===== src/rtl/div8u4_restoring_seq.sv =====
// Sequential 8-bit by 4-bit unsigned restoring divider, one quotient bit per cycle, MSB first.
// Divide-by-zero skips the iteration and returns quotient 8'hFF with a flag.
module div8u4_restoring_seq (
   input  logic       clk,
   input  logic       rst,
   input  logic       in_valid,
   output logic       in_ready,
   input  logic [7:0] dividend,
   input  logic [3:0] divisor,
   output logic       out_valid,
   input  logic       out_ready,
   output logic [7:0] quotient,
   output logic [3:0] remainder,
   output logic       div_by_zero
);

   typedef enum logic [1:0] {StIdle, StBusy, StDone} state_e;

   state_e     state_q, state_d;
   logic [7:0] work_q;     // dividend bits shift out the top, quotient bits shift in the bottom
   logic [3:0] dvs_q;
   logic [3:0] prem_q;
   logic [2:0] cnt_q;

   logic [4:0] trial;
   logic       take;
   logic [3:0] prem_next;
   logic [7:0] work_next;
   logic       accept;
   logic       busy_step;

   always_comb begin
      trial     = {prem_q, work_q[7]};
      take      = trial >= {1'b0, dvs_q};
      // trial < 2*divisor, so the difference always fits in 4 bits
      prem_next = take ? 4'(trial - {1'b0, dvs_q}) : trial[3:0];
      work_next = {work_q[6:0], take};
      accept    = (state_q == StIdle) && in_valid;
      busy_step = (state_q == StBusy);
   end

   always_comb begin
      state_d   = state_q;
      in_ready  = 1'b0;
      out_valid = 1'b0;
      case (state_q)
         StIdle: begin
            in_ready = 1'b1;
            if (in_valid) state_d = (divisor == 4'd0) ? StDone : StBusy;
         end
         StBusy: begin
            if (cnt_q == 3'd7) state_d = StDone;
         end
         StDone: begin
            out_valid = 1'b1;
            if (out_ready) state_d = StIdle;
         end
         default: state_d = StIdle;
      endcase
   end

   always_ff @(posedge clk or posedge rst) begin
      if (rst) state_q <= StIdle;
      else     state_q <= state_d;
   end

   always_ff @(posedge clk or posedge rst) begin
      if (rst) begin
         work_q      <= 8'h00;
         dvs_q       <= 4'h0;
         prem_q      <= 4'h0;
         cnt_q       <= 3'd0;
         quotient    <= 8'h00;
         remainder   <= 4'h0;
         div_by_zero <= 1'b0;
      end else if (accept) begin
         work_q <= dividend;
         dvs_q  <= divisor;
         prem_q <= 4'h0;
         cnt_q  <= 3'd0;
         if (divisor == 4'd0) begin
            quotient    <= 8'hFF;
            remainder   <= 4'h0;
            div_by_zero <= 1'b1;
         end
      end else if (busy_step) begin
         work_q <= work_next;
         prem_q <= prem_next;
         cnt_q  <= cnt_q + 3'd1;
         if (cnt_q == 3'd7) begin
            quotient    <= work_next;
            remainder   <= prem_next;
            div_by_zero <= 1'b0;
         end
      end
   end

endmodule


===== config.mk =====
export PLATFORM = sky130hd
export DESIGN_NAME = div8u4_restoring_seq
export DESIGN_NICKNAME = d
export VERILOG_FILES = /design/src/rtl/div8u4_restoring_seq.sv
export SDC_FILE = /design/constraint.sdc
export NUM_CORES = 1
export LEC_CHECK = 0
export CAP_MARGIN = 40
export CORE_ASPECT_RATIO = 2
export CORE_MARGIN = 8
export CORE_UTILIZATION = 30
export CTS_CLUSTER_DIAMETER = 150
export DETAILED_ROUTE_END_ITERATION = 16
export MAX_ROUTING_LAYER = met4
export PLACE_DENSITY = 0.56
export SETUP_SLACK_MARGIN = 0.5
export SKIP_CTS_REPAIR_TIMING = 1
export SYNTH_ARGS = -nofsm -noshare
export SYNTH_HDL_FRONTEND = slang
export SYNTH_SLANG_ARGS = --single-unit

===== constraint.sdc =====
create_clock -name clk -period 5.3 [get_ports clk]
set_input_delay 1.59 -clock clk [delete_from_list [all_inputs] [get_ports clk]]
set_output_delay 1.59 -clock clk [all_outputs]
set_load 0.005 [all_outputs]

# Word-level counts from Yosys, hierarchy flattened
# Index checks and enable logic that the tools add are counted.
[classes]
eq_ne = 7
addsub = 2
n_lt_le_gt_ge = 1
mux = 26
n_reduce_logical = 7
[ops]
columns = ["op", "n"]
rows = [
  ["two-way mux 8 bit", 6],
  ["two-way mux 4 bit", 7],
  ["two-way mux 2 bit", 4],
  ["two-way mux 1 bit", 6],
  ["two-way mux 3 bit", 2],
  ["one-hot mux 2 bit (3 select lines)", 1],
  ["AND reduction 3 bit", 2],
  [">= comparator 5 x 4 -> 1 bit", 1],
  ["logical NOT 4 bit", 1],
  ["inequality test 2 x 1 -> 1 bit, second input constant", 2],
  ["inequality test 2 bit, second input constant", 2],
  ["nonzero test 2 bit", 2],
  ["subtractor 4 bit", 1],
  ["adder 3 x 1 -> 3 bit, second input constant", 1],
  ["equality test 3 bit, second input constant", 1],
  ["equality test 2 x 1 -> 1 bit, second input constant", 1],
  ["equality test 2 bit, second input constant", 1],
  ["logical NOT 2 bit", 1],
  ["logical AND 1 bit", 1],
]
[totals]
in_bits = 16
out_inout_bits = 15
word_cells = 51
reg_bits = 34

# Depth between registers and ports, before layout
[depth]
word_depth = 5
ltp_mapped = 7
mapped_depth_nobuf = 6

# Worst setup path after synthesis
# OpenSTA, ideal clock, no wires.
[synth_path]
kind = "input port to flip-flop"
from = "input port divisor[1]"
to = "register remainder[2]"
cell_stages = 4
required_time_ns = 5.174
path_slack_ns = 2.539
arrival_ns = 2.636
path_buffers = 0
setup_time_ns = 0.126
path_cell_list = "nor4_2 -> a22oi_1 -> or2_1 -> a221o_1"
[synth_between]
elab_chain_cells = 3
[synth_rtl]
columns = ["element", "line", "text"]
rows = [
  ["start: declaration", "9", "input logic [3:0] divisor,"],
  ["logical NOT 4 bit", "81", "if (divisor == 4'd0) begin"],
  ["inequality test 2 x 1 -> 1 bit (no line)", "n/a", ""],
  ["AND reduction 3 bit (no line)", "n/a", ""],
  ["end signal: assignment", "92", "remainder <= prem_next;"],
  ["end: declaration", "13", "output logic [3:0] remainder,"],
]
# Every way passes these cells.
# A chain may end at the register's enable or synchronous reset.

# Final worst setup path
[layout_path]
from = "register state_q[1]"
to = "output port out_valid"
[layout_between]
elab_chain_cells = 2
[layout_rtl]
columns = ["element", "line", "text"]
rows = [
  ["start: declaration", "19", "state_e state_q, state_d;"],
  ["start signal: assignment", "63", "if (rst) state_q <= StIdle;"],
  ["start signal: assignment", "64", "else state_q <= state_d;"],
  ["equality test 2 bit", "46", "case (state_q)"],
  ["two-way mux 1 bit", "46", ""],
  ["end: declaration", "10", "output logic out_valid,"],
]
# Every way passes these cells.

==> flow_summary.toml <==
[critical_path]
rr_startpoint = "work_q[7]"
critPathArrivalTime_ns = 1.68
r2r-end = "prem_q[1]"
crit_fanout = 11
required_ns = 3.71
end_kind = "output port"
startpoint_type = "flop"
critPathKind = "reg2out"
rrSetupSlack_ns = 3.30
worstRegToRegCells = 6

[synthesis]
yosysTopAreaCellShare = 0.5094
syn_nets = 182
synth_seq_cells = 34
async_flop_share = 1.000
syn_area_per_cell_um2 = 10.51
synthCells = 159
synth.distinct_cells = 39
synth_edf_count = 0
netlist_area_mm2 = 0.001670
synth_top_area_cell = "dfrtp_1"
ys_top_cells_by_area = "dfrtp_1 51%, ha_1 4.5%, mux2i_1 4.2%"
ys.flop_type = "dfrtp_1"
ys_seq_area_frac = 0.5094
synth_warnings = 0

[die]
core-area_mm2 = 0.005420
die_w_um = 68.76
initial_core_util = 0.3082
io_pins = 31
die_h_um = 121.5
dieArea_mm2 = 0.008356
std_cell_rows = 38

[hold_path]
worstHoldPathType = "reg2reg"
min_from = "quotient[3]"
whs_endpoint = "quotient[3]"
min_path_cells = 1

[drt]
vias = 1303
route.detailed.drc = 0
ant_nets = 0
wl_per_cell_um = 16.32
wl_mm = 4.130
first_pass_iters = 4
viasPerCell = 5.150
drt_iter0_drc = 25

[sta]
report.final.slew_viol_count = 0
finClkSkew_ns = 0.006422
fmax_ghz = 0.3061
timing.final.crit_share = 0.6163
setup_viol = 0
slew_headroom = 0.6432
setup_tns_ns = 0
whs_ns = 0.4921
hold_viol_final = 0
fin_ws_ns = 2.033
worst_pin_slew_ns = 0.5333
period_needed_ns = 3.267
rsz0062_at_grt = "no"

[global_routing]
grt_max_degree = 35
grt_pass1_vias = 1441
gr-total-overflow = 0
antenna_found_initial = 0
grt_pass1_wl_mm = 6.796
grt_usage = 0.1126

[cells_and_area]
drive_above_1_share = 0.08290
final_cells = 253
fillCellCount = 577
multi_input_area_um2 = 754.5
area_delta_synth_final_pct = 27.19
final_util = 0.3920
fin_area_mm2 = 0.002125
regArea_um2 = 850.8
diodes = 0
nets = 215

[flow_run]
drv_cap = 0

[place]
dp_hpwl_mm = 3.184
dp.cells = 245
pre_cts_slack_ns = 1.766
place_congestion = 0.8536
place_area_mm2 = 0.002033
port_buffers = 30

[pwr]
vdd_ir_drop_max_mv = 0.3314
power_mw = 1.355
leakage_nw = 0.8784
p_per_area_mw_per_mm2 = 637.8

[clocking]
clock-sinks = 34
root_buffer = "clkbuf_8"
path_clk_slew_ns = 0.07
clock_path_buffers = 2
insertion_delay_ns = 0.28
h-tree-depth = 2
cts_made_buffers = 5
cts_tree = "built"

[status]
status = "finished, final reports clean"
[cells by family after synthesis]
kind of cell               count (synthesis)  synth area share
muxes                                      8           0.04869
DFF                                       34            0.5094
xor gates and xnor gates                   1          0.005244
AOI/OAI and AO/OA                         52            0.2157
adders and majority gates                  7           0.05693
and+or+nand+nor                           42            0.1251
buffers and inverters                     15           0.03895
[cells in the mapped netlist, types with 2 or more instances]
library cell	number
a21oi_1	8
a22o_1	2
a32o_1	2
and3_1	3
clkbuf_1	5
dfrtp_1	34
ha_1	6
inv_1	8
mux2i_1	7
nand2_1	18
nor2_1	9
nor2b_1	3
o21ai_0	10
o21ai_1	7
o22a_1	8
o31ai_1	5
or2_1	2
[critical path: stages, from the launching register on]
cell             delay (ns)
dfrtp_1                0.56
inv_1                  0.19
nor2_1                 0.13
clkdlybuf4s50_1        0.51
[report_power, final]
group | leakage (nW) | switching [mW] | internal [mW]
Sequential | 0.405 | 0.0985 | 0.388
Combinational | 0.425 | 0.337 | 0.334
Clock | 0.0482 | 0.0935 | 0.105
Total | 0.878 | 0.529 | 0.826
[layout make-up]
type | count | area share
Clock inverter | 1 | 0.002356
Tap cell | 60 | 0.03534
Inverter | 8 | 0.01413
Timing Repair Buffer | 33 | 0.1519
Sequential cell | 34 | 0.4005
Clock buffer | 7 | 0.04064
Multi-Input combinational cell | 110 | 0.3551
[layer usage]
| metal | track usage | share of wire |
|---|---|---|
| met1 | 0.1067 | 0.36 |
| met2 | 0.2001 | 0.59 |
| met3 | 0.02220 | 0.027 |
| met4 | 0.06068 | 0.025 |
| met5 | - | 0 |
[cells in the final DEF (no fill, tap or decap), types with 2 or more instances in the layout]
cell / synthesis / routed
a21oi_1: 8 / 8
dfrtp_1: 34 / 34
buf_4: 0 / 3
clkdlybuf4s50_1: 0 / 30
nor2b_1: 3 / 3
o21ai_1: 7 / 7
inv_1: 8 / 8
o31ai_1: 5 / 5
o21ai_0: 10 / 10
mux2i_1: 7 / 7
and3_1: 3 / 3
ha_1: 6 / 6
nor2_1: 9 / 9
a32o_1: 2 / 2
a22o_1: 2 / 2
clkbuf_8: 0 / 6
nand2_1: 18 / 18
o22a_1: 8 / 8
or2_1: 2 / 2
[registers in the layout, summed over array words and instances, names as in the netlist]
signal,cells
div_by_zero,1
prem_q,4
state_q,2
work_q,8
cnt_q,3
quotient,8
remainder,4
dvs_q,4
[how the worst max path moves through the flow]
stage              endpoint  slack, ns       start
6_report          out_valid       2.03  state_q[1]
2_1_floorplan  remainder[2]       2.54  divisor[1]
4_1_cts           out_valid       2.02  state_q[1]
5_1_grt           out_valid       1.94  state_q[1]
3_3_place_gp       dvs_q[0]       1.63    in_valid
3_5_place_dp    quotient[4]       1.77  divisor[1]
Power figures use the tool's default switching activity.
==> patch (same settings) <==
Encoding of `state_e`: now one-hot (3 bits for 3 states).
--- a/src/rtl/div8u4_restoring_seq.sv
+++ b/src/rtl/div8u4_restoring_seq.sv
@@ -15,5 +15,5 @@
 );
 
-   typedef enum logic [1:0] {StIdle, StBusy, StDone} state_e;
+   typedef enum logic [2:0] {StIdle = 3'b001, StBusy = 3'b010, StDone = 3'b100} state_e;
 
    state_e     state_q, state_d;
Function: same outputs for any inputs over 10 cycles, from zero or initial values and one cycle with rst high; not proved beyond that.
==> patch against the unedited design <==
Cell area fell by 1.1%; total power down 12%; sequential power down 6.2%; worst hold slack better by 0.0015 ns; sequential share of layout area grew 1.7 points; wire length decreased by 9.3%; setup slack improved by 0.089 ns; area after synthesis shrank 1.1%; first-iteration DRC count up 80%; sequential cell count up 1.
==> patch: results (changes against the unedited design) <==
<table>
<tr><th>Metric</th><th>Value</th></tr>
<tr><th colspan="2">Placed design</th></tr>
<tr><td>Global placer's final weighted congestion</td><td>0.781 (was 0.854)</td></tr>
<tr><td>Dpl hpwl</td><td>2.79 mm (was 3.18 mm)</td></tr>
<tr><th colspan="2">Outcome</th></tr>
<tr><td>Result of the run</td><td>complete, no violations (unchanged)</td></tr>
<tr><th colspan="2">Logic synthesis</th></tr>
<tr><td>Ranking of synthesized cells by area</td><td>sky130_fd_sc_hd__dfrtp_1 52%, sky130_fd_sc_hd__mux2i_1 6.1%, sky130_fd_sc_hd__ha_1 4.5%, sky130_fd_sc_hd__nand2_1 4.5%, sky130_fd_sc_hd__o21ai_0 4.5% (was sky130_fd_sc_hd__dfrtp_1 51%, sky130_fd_sc_hd__ha_1 4.5%, sky130_fd_sc_hd__mux2i_1 4.2%, sky130_fd_sc_hd__o22a_1 4.2%, sky130_fd_sc_hd__nand2_1 4.0%)</td></tr>
<tr><td>Post-Synth Adder-Cell Area</td><td>5.76% (was 5.69%)</td></tr>
<tr><td>Share of synthesized area occupied by flip-flops and latches</td><td>53.1% (was 50.9%)</td></tr>
<tr><td>Multiplexer share of the synthesized area</td><td>6.74% (was 4.87%)</td></tr>
<tr><td>Post-synthesis share of cell area spent on xor and xnor gates</td><td>1.59% (was 0.524%)</td></tr>
<tr><td>Post-synthesis compound-gate area fraction</td><td>16.4% (was 21.6%)</td></tr>
<tr><th colspan="2">Pwr</th></tr>
<tr><td>Reported net switching power</td><td>0.430 mW (was 0.529 mW)</td></tr>
<tr><td>Lkg Pwr</td><td>0.916 nW (was 0.878 nW)</td></tr>
<tr><td>Highest ir drop seen on vdd</td><td>0.000264 V (was 0.000331 V)</td></tr>
<tr><td>Part of the total power dissipated in the clock network</td><td>17.7% (was 14.6%)</td></tr>
<tr><th colspan="2">GRT</th></tr>
<tr><td>Maximum number of pins on one net before global-route repair</td><td>36 (was 35)</td></tr>
<tr><td>Via count of the first global-routing pass</td><td>1285 (was 1441)</td></tr>
<tr><th colspan="2">Critical path</th></tr>
<tr><td>Slowest-stage cell, CP</td><td>sky130_fd_sc_hd__dfstp_2 (was sky130_fd_sc_hd__dfrtp_1)</td></tr>
<tr><td>CP delay by family, top</td><td>flip-flops (was buffers and inverters)</td></tr>
<tr><td>Endpoint arrival time on the critical path</td><td>1.59 ns (was 1.68 ns)</td></tr>
<tr><th colspan="2">Detailed routing</th></tr>
<tr><td>Detailed-route via count</td><td>1211 (was 1303)</td></tr>
<tr><td>Iter 0 DRT Violations</td><td>45 (was 25)</td></tr>
</table>
patch: changes by cell type after synthesis, moves of 3 or more:
| cell | before | now |
|---|---|---|
| sky130_fd_sc_hd__o31ai_1 | 5 | 1 |
| sky130_fd_sc_hd__xnor2_1 | 0 | 3 |
| sky130_fd_sc_hd__o21ai_1 | 7 | 1 |
| sky130_fd_sc_hd__o21ai_0 | 10 | 15 |
| sky130_fd_sc_hd__a21oi_1 | 8 | 5 |
| sky130_fd_sc_hd__nor2b_1 | 3 | 0 |
| sky130_fd_sc_hd__a211oi_1 | 0 | 3 |
| sky130_fd_sc_hd__and3_1 | 3 | 0 |
| sky130_fd_sc_hd__mux2i_1 | 7 | 10 |
| sky130_fd_sc_hd__clkbuf_1 | 5 | 2 |
patch: logic make-up after synthesis:
| kind of cell | after synthesis |
|---|---|
| AND/OR/NAND/NOR | 42 |
| XOR/XNOR | 3 |
| buffers and inverters | 15 |
| AO/OA/AOI/OAI | 41 |
| multiplexers | 11 |
| adder cells (fa/ha/maj) | 7 |
| flip-flops | 35 |
patch: area by class of cell:
type	count	area, µm²
clock buffers	8	100
repair buffers	32	315
fillers	546	3270
flip-flops and latches	35	877
well taps	60	75.1
multi-input cells	104	703
inverters	8	30.0
patch: metal layers:
metal,track usage [%],vias up,share of wire [%]
met2,16.7,29,53
met4,6.58,0,3.4
met5,-,-,0
li1,-,597,-
met1,11.6,576,40
met3,1.85,9,3.6
patch: worst paths after layout:
kind / start / endpoint / slack (ns)
worst max-delay path: state_q[0] / in_ready / 2.12
max in group asynchronous: rst / state_q[0] / 3.26
worst min-delay path: quotient[4] / quotient[4] / 0.49
min in group asynchronous: rst / prem_q[2] / 1.70
worst max register to register: prem_q[1] / prem_q[2] / 3.29
worst min register to register: quotient[4] / quotient[4] / 0.49
